### src/rtl/cernbe_pkg.sv
// Shared types and constants for the CERN-BE register-bus initiator.
package cernbe_pkg;

  typedef enum logic [1:0] {
    IDLE   = 2'd0,
    STROBE = 2'd1,
    WAIT   = 2'd2,
    RESP   = 2'd3
  } state_e;

  localparam int TIMEOUT_DEFAULT = 255;
  localparam int TCNT_WIDTH      = 16;

endpackage

### src/rtl/cernbe_watchdog.sv
// Cycle counter for the Done wait; expired_o flags the last permitted wait cycle.
module cernbe_watchdog
  import cernbe_pkg::*;
#(
  parameter int TIMEOUT = TIMEOUT_DEFAULT
) (
  input  logic clk_i,
  input  logic rst_ni,
  input  logic clear_i,
  input  logic enable_i,
  output logic expired_o
);

  logic [15:0] count_q, count_d;

  // Expiry is combinational so the FSM can act in the same cycle the count reaches TIMEOUT-1.
  assign expired_o = enable_i && (count_q == 16'(TIMEOUT - 1));

  always_comb begin
    count_d = count_q;
    if (clear_i) begin
      count_d = '0;
    end else if (enable_i && !expired_o) begin
      count_d = count_q + 16'd1;
    end
  end

  always_ff @(posedge clk_i) begin
    if (!rst_ni) begin
      count_q <= '0;
    end else begin
      count_q <= count_d;
    end
  end

endmodule

### src/rtl/cernbe_master.sv
// Register-bus initiator: turns a command stream into one-cycle VME strobes and returns
// a response with read data or a timeout error. One transfer outstanding at a time.
module cernbe_master
  import cernbe_pkg::*;
#(
  parameter int ADDR_WIDTH = 3,
  parameter int DATA_WIDTH = 32,
  parameter int TIMEOUT    = TIMEOUT_DEFAULT,
  parameter int TCNT_W     = TCNT_WIDTH
) (
  input  logic                  Clk,
  input  logic                  rst_n,
  input  logic                  req_valid,
  output logic                  req_ready,
  input  logic                  req_we,
  input  logic [ADDR_WIDTH-3:0] req_addr,
  input  logic [DATA_WIDTH-1:0] req_wdata,
  output logic                  rsp_valid,
  input  logic                  rsp_ready,
  output logic [DATA_WIDTH-1:0] rsp_rdata,
  output logic                  rsp_err,
  output logic [ADDR_WIDTH-3:0] VMEAddr,
  output logic [DATA_WIDTH-1:0] VMEWrData,
  output logic                  VMERdMem,
  output logic                  VMEWrMem,
  input  logic [DATA_WIDTH-1:0] VMERdData,
  input  logic                  VMERdDone,
  input  logic                  VMEWrDone,
  output logic [TCNT_W-1:0]     timeout_count,
  output state_e                state_dbg
);

  // Handshakes: a beat transfers on a rising edge where valid && ready are both 1; the
  // source holds its payload stable while valid is high and ready is low.

  state_e                  state_q, state_d;
  logic                    req_ready_q, req_ready_d;
  logic                    rsp_valid_q, rsp_valid_d;
  logic [DATA_WIDTH-1:0]   rsp_rdata_q, rsp_rdata_d;
  logic                    rsp_err_q, rsp_err_d;
  logic [ADDR_WIDTH-3:0]   addr_q, addr_d;
  logic [DATA_WIDTH-1:0]   wdata_q, wdata_d;
  logic                    we_q, we_d;
  logic                    rd_mem_q, rd_mem_d;
  logic                    wr_mem_q, wr_mem_d;
  logic [TCNT_W-1:0]       tcnt_q, tcnt_d;
  logic                    wd_clear, wd_enable, wd_expired;
  logic                    done_match;

  assign wd_clear   = (state_q != WAIT);
  assign wd_enable  = (state_q == WAIT);
  assign done_match = we_q ? VMEWrDone : VMERdDone;

  cernbe_watchdog #(
    .TIMEOUT(TIMEOUT)
  ) u_watchdog (
    .clk_i    (Clk),
    .rst_ni   (rst_n),
    .clear_i  (wd_clear),
    .enable_i (wd_enable),
    .expired_o(wd_expired)
  );

  always_comb begin
    state_d     = state_q;
    req_ready_d = req_ready_q;
    rsp_valid_d = rsp_valid_q;
    rsp_rdata_d = rsp_rdata_q;
    rsp_err_d   = rsp_err_q;
    addr_d      = addr_q;
    wdata_d     = wdata_q;
    we_d        = we_q;
    rd_mem_d    = 1'b0;
    wr_mem_d    = 1'b0;
    tcnt_d      = tcnt_q;
    case (state_q)
      IDLE: begin
        if (req_valid && req_ready_q) begin
          state_d     = STROBE;
          req_ready_d = 1'b0;
          addr_d      = req_addr;
          wdata_d     = req_we ? req_wdata : '0;
          we_d        = req_we;
          rd_mem_d    = !req_we;
          wr_mem_d    = req_we;
        end
      end
      STROBE: state_d = WAIT;
      WAIT: begin
        // A matching Done on the expiry cycle still completes the transfer cleanly.
        if (done_match) begin
          rsp_rdata_d = we_q ? '0 : VMERdData;
          rsp_err_d   = 1'b0;
          rsp_valid_d = 1'b1;
          state_d     = RESP;
        end else if (wd_expired) begin
          rsp_rdata_d = '0;
          rsp_err_d   = 1'b1;
          rsp_valid_d = 1'b1;
          tcnt_d      = (&tcnt_q) ? tcnt_q : tcnt_q + TCNT_W'(1);
          state_d     = RESP;
        end
      end
      RESP: begin
        if (rsp_ready) begin
          rsp_valid_d = 1'b0;
          req_ready_d = 1'b1;
          state_d     = IDLE;
        end
      end
      default: state_d = IDLE;
    endcase
  end

  always_ff @(posedge Clk) begin
    if (!rst_n) begin
      state_q     <= IDLE;
      req_ready_q <= 1'b1;
      rsp_valid_q <= 1'b0;
      rsp_rdata_q <= '0;
      rsp_err_q   <= 1'b0;
      addr_q      <= '0;
      wdata_q     <= '0;
      we_q        <= 1'b0;
      rd_mem_q    <= 1'b0;
      wr_mem_q    <= 1'b0;
      tcnt_q      <= '0;
    end else begin
      state_q     <= state_d;
      req_ready_q <= req_ready_d;
      rsp_valid_q <= rsp_valid_d;
      rsp_rdata_q <= rsp_rdata_d;
      rsp_err_q   <= rsp_err_d;
      addr_q      <= addr_d;
      wdata_q     <= wdata_d;
      we_q        <= we_d;
      rd_mem_q    <= rd_mem_d;
      wr_mem_q    <= wr_mem_d;
      tcnt_q      <= tcnt_d;
    end
  end

  assign req_ready     = req_ready_q;
  assign rsp_valid     = rsp_valid_q;
  assign rsp_rdata     = rsp_rdata_q;
  assign rsp_err       = rsp_err_q;
  assign VMEAddr       = addr_q;
  assign VMEWrData     = wdata_q;
  assign VMERdMem      = rd_mem_q;
  assign VMEWrMem      = wr_mem_q;
  assign timeout_count = tcnt_q;
  assign state_dbg     = state_q;

endmodule

### config.mk
export PLATFORM = sky130hd
export DESIGN_NAME = cernbe_master
export DESIGN_NICKNAME = d
export VERILOG_FILES = /design/src/rtl/cernbe_pkg.sv /design/src/rtl/cernbe_watchdog.sv /design/src/rtl/cernbe_master.sv
export SDC_FILE = /design/constraint.sdc
export NUM_CORES = 1
export LEC_CHECK = 0
export ABC_AREA = 1
export CORE_MARGIN = 2
export CORE_UTILIZATION = 36
export CTS_CLUSTER_SIZE = 20
export DETAILED_ROUTE_END_ITERATION = 12
export PLACE_DENSITY_LB_ADDON = 0.12
export SKIP_LAST_GASP = 1
export SYNTH_ARGS = -nofsm -noshare
export SYNTH_HDL_FRONTEND = slang
export SYNTH_HIERARCHICAL = 1
export SYNTH_SLANG_ARGS = --single-unit
### constraint.sdc
create_clock -name Clk -period 6 [get_ports Clk]
set_input_delay 0.6 -clock Clk [delete_from_list [all_inputs] [get_ports Clk]]
set_output_delay 0.6 -clock Clk [all_outputs]
set_load 0.01 [all_outputs]
* Word-level counts from Yosys, hierarchy flattened
Index checks and enable logic that the tools add are counted.
** Storage, ports and cells
- Output and inout bits :: 88
- Logic and storage cells :: 61
- Register bits :: 105
- Bits of input ports :: 72
** Cells by class
- Add/subtract/negate cells :: 2
- Bitwise gates (word level) :: 3
- Muxes and demuxes :: 18
- Eq/ne operators :: 8
- Reduce and logical (&&, ||, !) cells :: 18
** Operators by type and width (count)
- two-way mux 32 bit :: 4
- adder 16 x 1 -> 16 bit, second input constant :: 2
- == test 16 x 8 -> 1 bit, second input constant :: 1
- AND reduction 16 bit :: 1
- AND reduction 3 bit :: 4
- two-way mux 2 bit :: 4
- one-hot mux 2 bit (4 select lines) :: 1
- two-way mux 1 bit :: 7
- inequality test 2 bit, second input constant :: 3
- nonzero test 2 bit :: 3
- == test 2 bit, second input constant :: 2
- one-hot mux 1 bit (2 select lines) :: 2
- AND reduction 2 bit :: 2
- AND reduction 4 bit :: 1
- logical AND 1 bit :: 3
- inequality test 3 bit, second input constant :: 1
- inverter 1 bit :: 3
- == test 2 x 1 -> 1 bit, second input constant :: 1
- logical NOT 1 bit :: 2
- logical NOT 2 bit :: 1
- OR reduction 2 bit :: 1

* Longest topological paths before layout
Gate-level depths: netlist of run 1.
- Depth after elaboration :: 5
- Depth in mapped cells :: 14
- Gate-level depth less buffers :: 14

* Cells and area by module
Netlist of run 1, hierarchy kept.
** Modules (own cells, without submodules)
- cernbe_master :: cells an instance 427, sequential area each 1781.7 sq um, area an instance 3565.9 sq um, instances 1
- cernbe_watchdog :: cells an instance 175, sequential area each 320.3 sq um, area an instance 1077.3 sq um, instances 1

* Least setup slack after synthesis of run 1
OpenSTA, ideal clock, no wires.
- Path type :: register -> register
- Start :: register state_q[0], in the netlist state_dbg[0]
- End :: register tcnt_q[10], in the netlist timeout_count[10]
- Library setup time :: 70 ps
- Period minus slack after synthesis :: 2186 ps
- Arrival time :: 2116 ps
- Stages on the path, launching flop included :: 14
- Buffers on the path :: 3
- Path slack :: 3814 ps
- Data required time :: 5930 ps
- Path through :: dfxtp_1 > inv_1 > ha_1 > clkbuf_2 > buf_1 > inv_1 > nor2_1 > nand2_1 > nor2_4 > inv_2 > nor2_2 > buf_6 > nand2_1 > a21oi_2
** Between the ends
- Word-level cells in the longest chain between the ends :: 3
** Ends and longest elaborated chain
- from (decl) :: line cernbe_master.sv:36 : state_e state_q, state_d;
- from (signal assigned) :: line cernbe_master.sv:129 : state_q <= state_d;
- == test 2 bit :: line cernbe_master.sv:51 : assign wd_enable = (state_q == WAIT);
- via wd_enable :: line cernbe_master.sv:47 : logic wd_clear, wd_enable, wd_expired;
- logical AND 1 bit :: line cernbe_watchdog.sv:17 : assign expired_o = enable_i && (count_q == 16'(TIMEOUT - 1));
- via wd_expired :: line cernbe_master.sv:47
- AND reduction 4 bit (no source line)
- to (signal assigned) :: line cernbe_master.sv:139 : tcnt_q <= tcnt_d;
- to (decl) :: line cernbe_master.sv:46 : logic [TCNT_W-1:0] tcnt_q, tcnt_d;
The timed path passes the listed nets, and every way through them passes these cells.
A chain may end at the register's enable or synchronous reset.

* Worst setup path after layout of run 1
- Start :: register state_q[0], in the netlist state_dbg[0]
- End :: register rsp_rdata_q[17], in the netlist rsp_rdata[17]
** Between the ends
- Word-level cells in the longest chain between the ends :: 4
** Ends and longest elaborated chain
- == test 2 bit :: line cernbe_master.sv:51
- via wd_enable :: line cernbe_master.sv:47
- logical AND 1 bit :: line cernbe_watchdog.sv:17
- via wd_expired :: line cernbe_master.sv:47
- nonzero test 2 bit (no source line)
- AND reduction 2 bit (no source line)
- to (signal assigned) :: line cernbe_master.sv:132 : rsp_rdata_q <= rsp_rdata_d;
- to (decl) :: line cernbe_master.sv:39 : logic [DATA_WIDTH-1:0] rsp_rdata_q, rsp_rdata_d;
The timed path passes the listed nets, and every way through them passes these cells.

==> reports/metrics.cfg, run 1 <==
[timing]
setup_slack_ns = 3.02
grt_setup_unrepaired = false
finalHoldViolations = 0
timing_worst_slew_pin_value_ns = 1.01
final.period_utilization_pct = 49.7
clock.fmax_mhz = 335
relSlewSlack_pct = 32.8
skew_ns = 0.00531
max_transition_viols_final = 0
setup_violations_final = 0
timing.setup.tns_ns = 0
layout_min_cycle_time_ns = 2.98

[layout]
layout_area_growth_over_synthesis_pct = 42.4
post-route-util_pct = 52.4
layout-drive-gt1-share_pct = 7.09
final_nets = 821
antenna_diode_count = 0

[logic_synthesis]
synth_top_flop_cell = sky130_fd_sc_hd__dfxtp_1
synth.distinct_cells = 31
syn_area_per_cell_sq_um = 7.71
synth_seq_cells = 105
async_reset_ff_share_pct = 0
synthCells = 602
ys_warns = 6
synthesized_net_count = 680
synthesis.area_sq_um = 4640
synth_enable_flop_cells = 0
seq_area_frac_synth_pct = 45.3

[power_and_ir_drop]
pwr_cell_area_nw_per_um2 = 271
power.static_leakage_nw = 2.33
worst_ir_drop_vdd_mv = 0.143

[cts]
clock_insertion_delay_worst_skew_ns = 0.36
ctsRootBufferMaster = sky130_fd_sc_hd__clkbuf_16
cts_tree = done
clockBufferDepth = 2
h-tree-depth = 3
cells_resized_by_post_cts_repair = 0
tritoncts_buffer_count = 9
cts.hold.buffers_added = 0
setup_bufs_post_cts = 0
clock_input_transition_at_the_sequential_cells_of_the_worst_setup_and_hold_paths_ns = 0.07
cts_sinks = 105

[floorplan]
die_h_microns = 118
core-area_sq_um = 12600
fp-row-count = 41
dieArea_sq_um = 13800
die_w_microns = 118
pin_count = 160
floorplan.initialDensity_pct = 36.8

[worst_setup_path]
critical_path_arrival_ns = 3.26
crit_path_max_incr_delay_ns = 0.70
worst_ep_required_time_ns = 6.28
critical_path_buffers_and_inverters = 4
cp_common_cell = sky130_fd_sc_hd__inv_1
worst_path_dominant_cell_family = buffers and inverters
critical_path.endpoint_type = register
kind_of_critical_path = reg2reg
cp_max_fo = 34
crit_path_cells = inv_1, ha_1, inv_1, nor2_1, nor2_1, inv_1, nand2_2, inv_2, nand3_1, a21oi_1
critical-path-slowest-cell = sky130_fd_sc_hd__ha_1
worstSetupStartpointType = register

[global_routing]
grt_start_max_net_pins = 48
wire_length_of_the_first_global_routing_pass_microns = 21300
globalRouteOverflowTotal = 0
groute.usage.overall_pct = 18.9
initial_antenna_violation_count = 0
grt_pass1_vias = 4404

[routing]
route.detailed.vias_per_inst = 4.90
routed_via_count = 4511
route.final.wire_length_microns = 12800
route.detailed.drc = 0
drt_pre_antenna_iters = 4
first_iter_violations = 248
final_antenna_net_count = 0
avgRoutedWirePerCell_microns = 13.9

[placement]
routabilityCongestion = 0.864
place.detailed.hpwl_microns = 9050
port_buffers = 159
dpl_worst_slack_ns = 2.89

[run_status]
status = complete, no violations

[min_path]
path_type_of_the_worst_min_delay_path = reg2reg

[job]
drv.max_cap_violation_count = 0

-- worst min-delay path, stage by stage, from the launching register on --
cell and delay, ns:
sky130_fd_sc_hd__dfxtp_1 0.31, sky130_fd_sc_hd__nand2_1 0.06, sky130_fd_sc_hd__a21oi_1 0.05
-- cell usage after synthesis (3+ instances only) --
library cell / instances / share of area (%)
sky130_fd_sc_hd__inv_2: 6 / 0.49
sky130_fd_sc_hd__nand2_1: 144 / 12
sky130_fd_sc_hd__nor2_4: 3 / 0.73
sky130_fd_sc_hd__o21ai_0: 6 / 0.65
sky130_fd_sc_hd__inv_1: 39 / 3.2
sky130_fd_sc_hd__xor2_1: 6 / 1.1
sky130_fd_sc_hd__a32o_1: 32 / 6.9
sky130_fd_sc_hd__nand4_1: 12 / 1.6
sky130_fd_sc_hd__nand2_2: 9 / 1.2
sky130_fd_sc_hd__nor2_1: 66 / 5.3
sky130_fd_sc_hd__buf_1: 3 / 0.24
sky130_fd_sc_hd__nand2_4: 3 / 0.73
sky130_fd_sc_hd__clkbuf_1: 14 / 1.1
sky130_fd_sc_hd__nor2_2: 6 / 0.81
sky130_fd_sc_hd__buf_6: 3 / 0.73
sky130_fd_sc_hd__buf_2: 9 / 0.97
sky130_fd_sc_hd__a21oi_2: 7 / 1.3
sky130_fd_sc_hd__ha_1: 6 / 1.6
sky130_fd_sc_hd__a21oi_1: 47 / 5.1
sky130_fd_sc_hd__dfxtp_1: 105 / 45
sky130_fd_sc_hd__nand3_1: 57 / 6.1
sky130_fd_sc_hd__xnor2_1: 7 / 1.3
-- through the flow --
| stage | cells | area (sq um) | hold WS [ns] | power [mW] |
|---|---|---|---|---|
| global placement | 904 | 6300 | 0.448 | 1.18 |
| detailed placement | 904 | 6300 | 0.456 | 1.19 |
| floorplan | 602 | 4640 | 0.449 | 1.01 |
| global route | 920 | 6610 | 0.475 | 1.89 |
| finish | 920 | 6610 | 0.464 | 1.79 |
| CTS | 920 | 6610 | 0.466 | 1.82 |
-- area by class of cell --
cell class / count / area (sq um)
fill: 1269 / 6010
clock buffer: 9 / 225
multi-input combinational: 419 / 2200
inverter: 47 / 176
sequential: 105 / 2100
clock inverter: 7 / 86.3
tap: 172 / 215
timing repair buffer: 161 / 1610
-- placed cells by master (no fill, tap or decap), drive strengths merged --
cell and n:
clkdlybuf4s50 159, nand2 156, dfxtp 105, nor2 75
nand3 58, a21oi 54, inv 49, a32o 32
nand4 12, clkbuf 9, xnor2 7, o21ai 7
xor2 6, ha 6, clkinv 4, o31ai 2
nand3b 2, buf 2, nor3 1, bufinv 1
nor4 1
-- power by group --
part           switching [mW]  internal, mW  total [mW]
clock                   0.284         0.334       0.618
combinational           0.220         0.176       0.396
sequential             0.0302         0.747       0.777
total                   0.534          1.26        1.79
-- routing by layer --
| metal | up-vias | track usage [%] | part of all wire [%] |
|---|---|---|---|
| met5 | - | 0 | 0 |
| met4 | 0 | 8.66 | 3.1 |
| met3 | 25 | 6.15 | 7.4 |
| met2 | 128 | 30.9 | 47 |
| met1 | 2075 | 22.5 | 42 |
| li1 | 2283 | - | - |
-- registers in the layout, indices dropped and copies added, names as in the netlist --
name	count
VMEAddr	1
VMERdMem	1
VMEWrData	32
VMEWrMem	1
req_ready	1
rsp_err	1
rsp_rdata	32
rsp_valid	1
state_dbg	2
timeout_count	16
u_watchdog/count_q	16
we_q	1
-- final timing paths --
check / slack, ns / depth (start not counted) / endpoint / start
min: 0.46 / 2 / rsp_err$_SDFFE_PN0P_ / rsp_err$_SDFFE_PN0P_
min reg2reg: 0.46 / 2 / rsp_err$_SDFFE_PN0P_ / rsp_err$_SDFFE_PN0P_
max reg2reg: 3.02 / 10 / rsp_rdata[17]$_SDFFE_PN0P_ / state_dbg[0]$_SDFFE_PN0P_
max: 3.02 / 10 / rsp_rdata[17]$_SDFFE_PN0P_ / state_dbg[0]$_SDFFE_PN0P_
-- cells by family (layout without fill, tap and decap cells) --
logic type	after synthesis	in the layout	share of synthesized area (%)
AND/OR/NAND/NOR	305	305	29.0
flip-flops	105	105	45.3
AO/OA/AOI/OAI	95	95	14.4
buffers and inverters	78	224	7.30
XOR/XNOR	13	13	2.45
adder cells (fa/ha/maj)	6	6	1.62
(Power assumes the default switching activity.)
==> inputs of run 2 (changes only) <==
Clock period 6 ns to 2.97 ns, I/O delays scaled along.
==> run 2 against run 1 <==
Wire length is 0.25% lower. Die area stayed put. Sequential power is 100% higher. Critical endpoint is now timeout_count[14]$_SDFFE_PN0P_. Non-clock buffer count is 5 higher. Fmax is 34% higher. First-iteration DRC count is 8.9% higher. Register-to-register slack worse by 2.3 ns. Combinational power is 110% higher. Hold slack worse by 0.0023 ns. Sequential share of layout area is 0.24 points lower.
==> reports/metrics.cfg, run 2 (synthesis gave the netlist of run 1 again) <==
[placement]
dpl.cell_count = 909
routabilityCongestion = 0.814
port_buffers = 159
place.detailed.hpwl_microns = 8910

[timing]
timing.setup.tns_ns = 0
timing.hold.ws_ns = 0.462
final.period_utilization_pct = 75.2
skew_ns = 0.00510
finalHoldViolations = 0
relSlewSlack_pct = 52.3
timing_worst_slew_pin_value_ns = 0.714
layout_min_cycle_time_ns = 2.23
setup_violations_final = 0
max_transition_viols_final = 0
grt_setup_unrepaired = false
clock.fmax_mhz = 448

[worst_setup_path]
worstSetupStartpointType = register
critical_path.endpoint_type = register
r2r.worst_path.cells = 13
worst_ep_required_time_ns = 3.19
kind_of_critical_path = reg2reg
r2r_start = u_watchdog/count_q[0]$_SDFFE_PP0P_
r2r_end = timeout_count[14]$_SDFFE_PN0P_
cp_max_fo = 14
critical_path_arrival_ns = 2.45
reg2reg_setup_slack_ns = 0.74

[cts]
cells_resized_by_post_cts_repair = 0
clock_input_transition_at_the_sequential_cells_of_the_worst_setup_and_hold_paths_ns = 0.07
cts_sinks = 105
ctsRootBufferMaster = sky130_fd_sc_hd__clkbuf_16
setup_bufs_post_cts = 0
cts_tree = done
tritoncts_buffer_count = 9
cts.hold.buffers_added = 0
clock_insertion_delay_worst_skew_ns = 0.35
h-tree-depth = 3
clockBufferDepth = 2

[routing]
routed_via_count = 4519
avgRoutedWirePerCell_microns = 13.8
route.final.wire_length_microns = 12700
drt_pre_antenna_iters = 4
route.detailed.vias_per_inst = 4.89
final_antenna_net_count = 0
route.detailed.drc = 0
first_iter_violations = 270

[floorplan]
fp-row-count = 41
die_w_microns = 118
dieArea_sq_um = 13800
floorplan.initialDensity_pct = 36.8
die_h_microns = 118
core-area_sq_um = 12600
pin_count = 160

[min_path]
hold-path-cell-count = 2
path_type_of_the_worst_min_delay_path = reg2reg
timing.hold.worst.start = rsp_rdata[1]$_SDFFE_PN0P_
hold-path-endpoint = rsp_rdata[1]$_SDFFE_PN0P_

[run_status]
status = complete, no violations

[power_and_ir_drop]
totalPowerFinal_mw = 3.64
pwr_cell_area_nw_per_um2 = 546
power.static_leakage_nw = 2.36
worst_ir_drop_vdd_mv = 0.302

[job]
drv.max_cap_violation_count = 0

[layout]
antenna_diode_count = 0
final_nets = 826
layout.cells.most_common = sky130_fd_sc_hd__clkdlybuf4s50_1
post-route-util_pct = 52.8
layout-drive-gt1-share_pct = 7.70
finish.cell_count_without_fillers = 925
layout_common_cells = sky130_fd_sc_hd__clkdlybuf4s50_1, sky130_fd_sc_hd__nand2_1, sky130_fd_sc_hd__dfxtp_1
layout_area_growth_over_synthesis_pct = 43.5

[global_routing]
globalRouteOverflowTotal = 0
wire_length_of_the_first_global_routing_pass_microns = 20500
grt_pass1_vias = 4146
groute.usage.overall_pct = 18.2
grt_start_max_net_pins = 43
initial_antenna_violation_count = 0

[run 2: how the worst max path moves through the flow]
stage | from | end | slack, ns | depth (start not counted)
6_report | u_watchdog/count_q[0]$_SDFFE_PP0P_ | timeout_count[14]$_SDFFE_PN0P_ | 0.74 | 13
5_1_grt | u_watchdog/count_q[0]$_SDFFE_PP0P_ | timeout_count[14]$_SDFFE_PN0P_ | 0.43 | 13
4_1_cts | u_watchdog/count_q[0]$_SDFFE_PP0P_ | timeout_count[14]$_SDFFE_PN0P_ | 0.71 | 13
3_5_place_dp | u_watchdog/count_q[0]$_SDFFE_PP0P_ | timeout_count[14]$_SDFFE_PN0P_ | 0.72 | 13
3_3_place_gp | u_watchdog/count_q[0]$_SDFFE_PP0P_ | timeout_count[14]$_SDFFE_PN0P_ | 0.76 | 13
2_1_floorplan | state_dbg[0]$_SDFFE_PN0P_ | timeout_count[10]$_SDFFE_PN0P_ | 0.78 | 13
[run 2: power by group]
part / switching, mW / internal, mW / leakage [nW] / total [mW]
logic: 0.448 / 0.373 / 1.36 / 0.821
clock network: 0.543 / 0.705 / 0.153 / 1.25
registers: 0.0580 / 1.51 / 0.849 / 1.57
total: 1.05 / 2.59 / 2.36 / 3.64
[run 2: layer usage]
layer	GRT usage (%)	up-vias	wire length [microns]
met5	0	-	0
met4	7.61	0	320
met3	5.67	17	955
met2	29.3	131	6050
met1	22.5	2075	5420
li1	-	2296	-
[run 2: final cells by class]
cell class | instances | area (sq um)
fill | 1253 | 5950
inverter | 47 | 176
tap | 172 | 215
sequential | 105 | 2100
clock inverter | 5 | 60.1
timing repair buffer | 166 | 1660
clock buffer | 11 | 253
multi-input combinational | 419 | 2200
[run 2: metrics by stage]
| stage | worst slack (ns) | area [sq um] |
|---|---|---|
| after floorplan | 0.784 | 4640 |
| after global placement | 0.759 | 6350 |
| after detailed placement | 0.723 | 6350 |
| after CTS | 0.709 | 6670 |
| after global routing | 0.431 | 6670 |
| final | 0.736 | 6670 |
[run 2: worst max-delay path: stages (launching register included)]
cell and delay (ns):
sky130_fd_sc_hd__dfxtp_1 0.34, sky130_fd_sc_hd__inv_1 0.09, sky130_fd_sc_hd__ha_1 0.15, sky130_fd_sc_hd__nand2_1 0.09, sky130_fd_sc_hd__nor2_1 0.12, sky130_fd_sc_hd__nand4_1 0.13, sky130_fd_sc_hd__nor2_1 0.15, sky130_fd_sc_hd__nand2_1 0.12
sky130_fd_sc_hd__nor2_4 0.17, sky130_fd_sc_hd__inv_2 0.05, sky130_fd_sc_hd__nor2_2 0.44, sky130_fd_sc_hd__nand3_1 0.12, sky130_fd_sc_hd__nand2_1 0.09, sky130_fd_sc_hd__nor2_1 0.04
==> inputs of run 3 (changes only) <==
Clock period 2.97 ns to 2 ns, I/O delays scaled along.
==> run 3 against run 2 <==
Via count grew 3.1%. First-iteration DRC count shrank 5.2%. Non-clock buffer count grew 16. Critical path depth is the same. Clock skew grew 0.0039 ns. Combinational power grew 60%. Hold slack lost 0.051 ns.
==> reports/metrics.cfg, run 3 (synthesis gave the netlist of run 1 again) <==
[cts]
clock_insertion_delay_worst_skew_ns = 0.35
ctsRootBufferMaster = sky130_fd_sc_hd__clkbuf_16
clockBufferDepth = 2
cts.hold.buffers_added = 0
tritoncts_buffer_count = 9
clock_input_transition_at_the_sequential_cells_of_the_worst_setup_and_hold_paths_ns = 0.07
h-tree-depth = 3
cts_tree = done
cts_sinks = 105

[placement]
routabilityCongestion = 0.884
place.detailed.hpwl_microns = 9610
port_buffers = 159

[global_routing]
initial_antenna_violation_count = 0
wire_length_of_the_first_global_routing_pass_microns = 21900
grt_pass1_vias = 4464
globalRouteOverflowTotal = 0
groute.usage.overall_pct = 19.4
grt_start_max_net_pins = 34

[power_and_ir_drop]
power.static_leakage_nw = 2.47
worst_ir_drop_vdd_mv = 0.530
pwr_cell_area_nw_per_um2 = 814

[routing]
routed_via_count = 4660
route.detailed.drc = 0
route.top_layer_used = met4
drt_pre_antenna_iters = 4
routedLengthMet1_microns = 5740
wl_met3_microns = 860
final_antenna_net_count = 0
route.detailed.vias_per_inst = 4.95
met2_length_microns = 6520
route.final.wire_length_microns = 13500
first_iter_violations = 256
avgRoutedWirePerCell_microns = 14.4

[worst_setup_path]
worstSetupStartpointType = register
kind_of_critical_path = reg2reg
cp_max_fo = 16
worst_ep_required_time_ns = 2.28
critical_path.endpoint_type = register
critical_path_arrival_ns = 2.09

[timing]
skew_ns = 0.00903
setup_violations_final = 0
timing.hold.ws_ns = 0.411
relSlewSlack_pct = 55.8
timing_worst_slew_pin_value_ns = 0.662
grt_setup_unrepaired = false
final.period_utilization_pct = 90.1
clock.fmax_mhz = 555
timing.setup.tns_ns = 0
layout_min_cycle_time_ns = 1.80
max_transition_viols_final = 0
finalHoldViolations = 0

[floorplan]
floorplan.initialDensity_pct = 36.8
dieArea_sq_um = 13800
die_h_microns = 118
pin_count = 160
die_w_microns = 118
fp-row-count = 41
core-area_sq_um = 12600

[layout]
final_nets = 842
antenna_diode_count = 0
fillCellCount = 1212
layout_area_growth_over_synthesis_pct = 48.5
layout_common_cells = sky130_fd_sc_hd__clkdlybuf4s50_1, sky130_fd_sc_hd__nand2_1, sky130_fd_sc_hd__dfxtp_1
layout.cells.most_common = sky130_fd_sc_hd__clkdlybuf4s50_1
layout-drive-gt1-share_pct = 11.3

[job]
drv.max_cap_violation_count = 0

[min_path]
path_type_of_the_worst_min_delay_path = in2reg

[run_status]
status = complete, no violations

==> run 3: repair_timing <==
item,in CTS,in global routing
gates resized for setup,0,19
buffers inserted,0,1
endpoints found under the setup margin,0,34
==> run 3: critical path: stages (launching register included) <==
cell	delay (ns)
sky130_fd_sc_hd__dfxtp_1	0.39
sky130_fd_sc_hd__nand2_1	0.09
sky130_fd_sc_hd__inv_1	0.06
sky130_fd_sc_hd__nand2_1	0.08
sky130_fd_sc_hd__nor2_1	0.10
sky130_fd_sc_hd__nand4_1	0.13
sky130_fd_sc_hd__nor2_2	0.17
sky130_fd_sc_hd__nor2_1	0.08
sky130_fd_sc_hd__inv_1	0.09
sky130_fd_sc_hd__nand2_4	0.08
sky130_fd_sc_hd__inv_4	0.08
sky130_fd_sc_hd__clkbuf_16	0.17
sky130_fd_sc_hd__nand3_1	0.09
sky130_fd_sc_hd__a21oi_1	0.13
==> run 3: final cells by class <==
class | instances | area, sq um | share of cell area (%)
repair buffers | 182 | 1820 | 26.4
clock inverters | 7 | 108 | 1.56
multi-input cells | 419 | 2240 | 32.5
clock buffers | 9 | 225 | 3.27
flip-flops and latches | 105 | 2110 | 30.6
well taps | 172 | 215 | 3.12
inverters | 47 | 179 | 2.60
==> run 3: metrics by stage <==
step	area (sq um)	std cells	power (mW)	utilization, %	worst slack [ns]
floorplan	4650	602	3.03	-	0.0192
global placement	6470	923	3.63	51.3	0.0771
detailed placement	6470	923	3.64	51.3	0.0683
CTS	6810	939	5.62	53.9	0.0414
global route	6890	941	5.86	54.6	0.00969
finish	6890	941	5.61	54.6	0.198
==> run 3: layer usage <==
| metal | GRT usage [%] | vias up |
|---|---|---|
| li1 | - | 2321 |
| met1 | 22.8 | 2172 |
| met2 | 32.7 | 140 |
| met3 | 4.89 | 27 |
| met4 | 9.64 | 0 |
| met5 | 0 | - |
==> run 3: worst paths after layout <==
kind | start | end | slack [ns] | cells after the start
setup reg to reg | u_watchdog/count_q[6]$_SDFFE_PP0P_ | rsp_rdata[17]$_SDFFE_PN0P_ | 0.20 | 13
hold / removal | req_addr | VMEAddr$_SDFFE_PN0P_ | 0.41 | 3
hold reg to reg | rsp_rdata[16]$_SDFFE_PN0P_ | rsp_rdata[16]$_SDFFE_PN0P_ | 0.46 | 2
setup / recovery | u_watchdog/count_q[6]$_SDFFE_PP0P_ | rsp_rdata[17]$_SDFFE_PN0P_ | 0.20 | 13
==> run 3: power by group <==
part | switching [mW] | leakage [nW] | internal [mW]
Combinational | 0.690 | 1.46 | 0.616
Sequential | 0.0875 | 0.852 | 2.24
Clock | 0.853 | 0.160 | 1.12
Total | 1.63 | 2.47 | 3.98
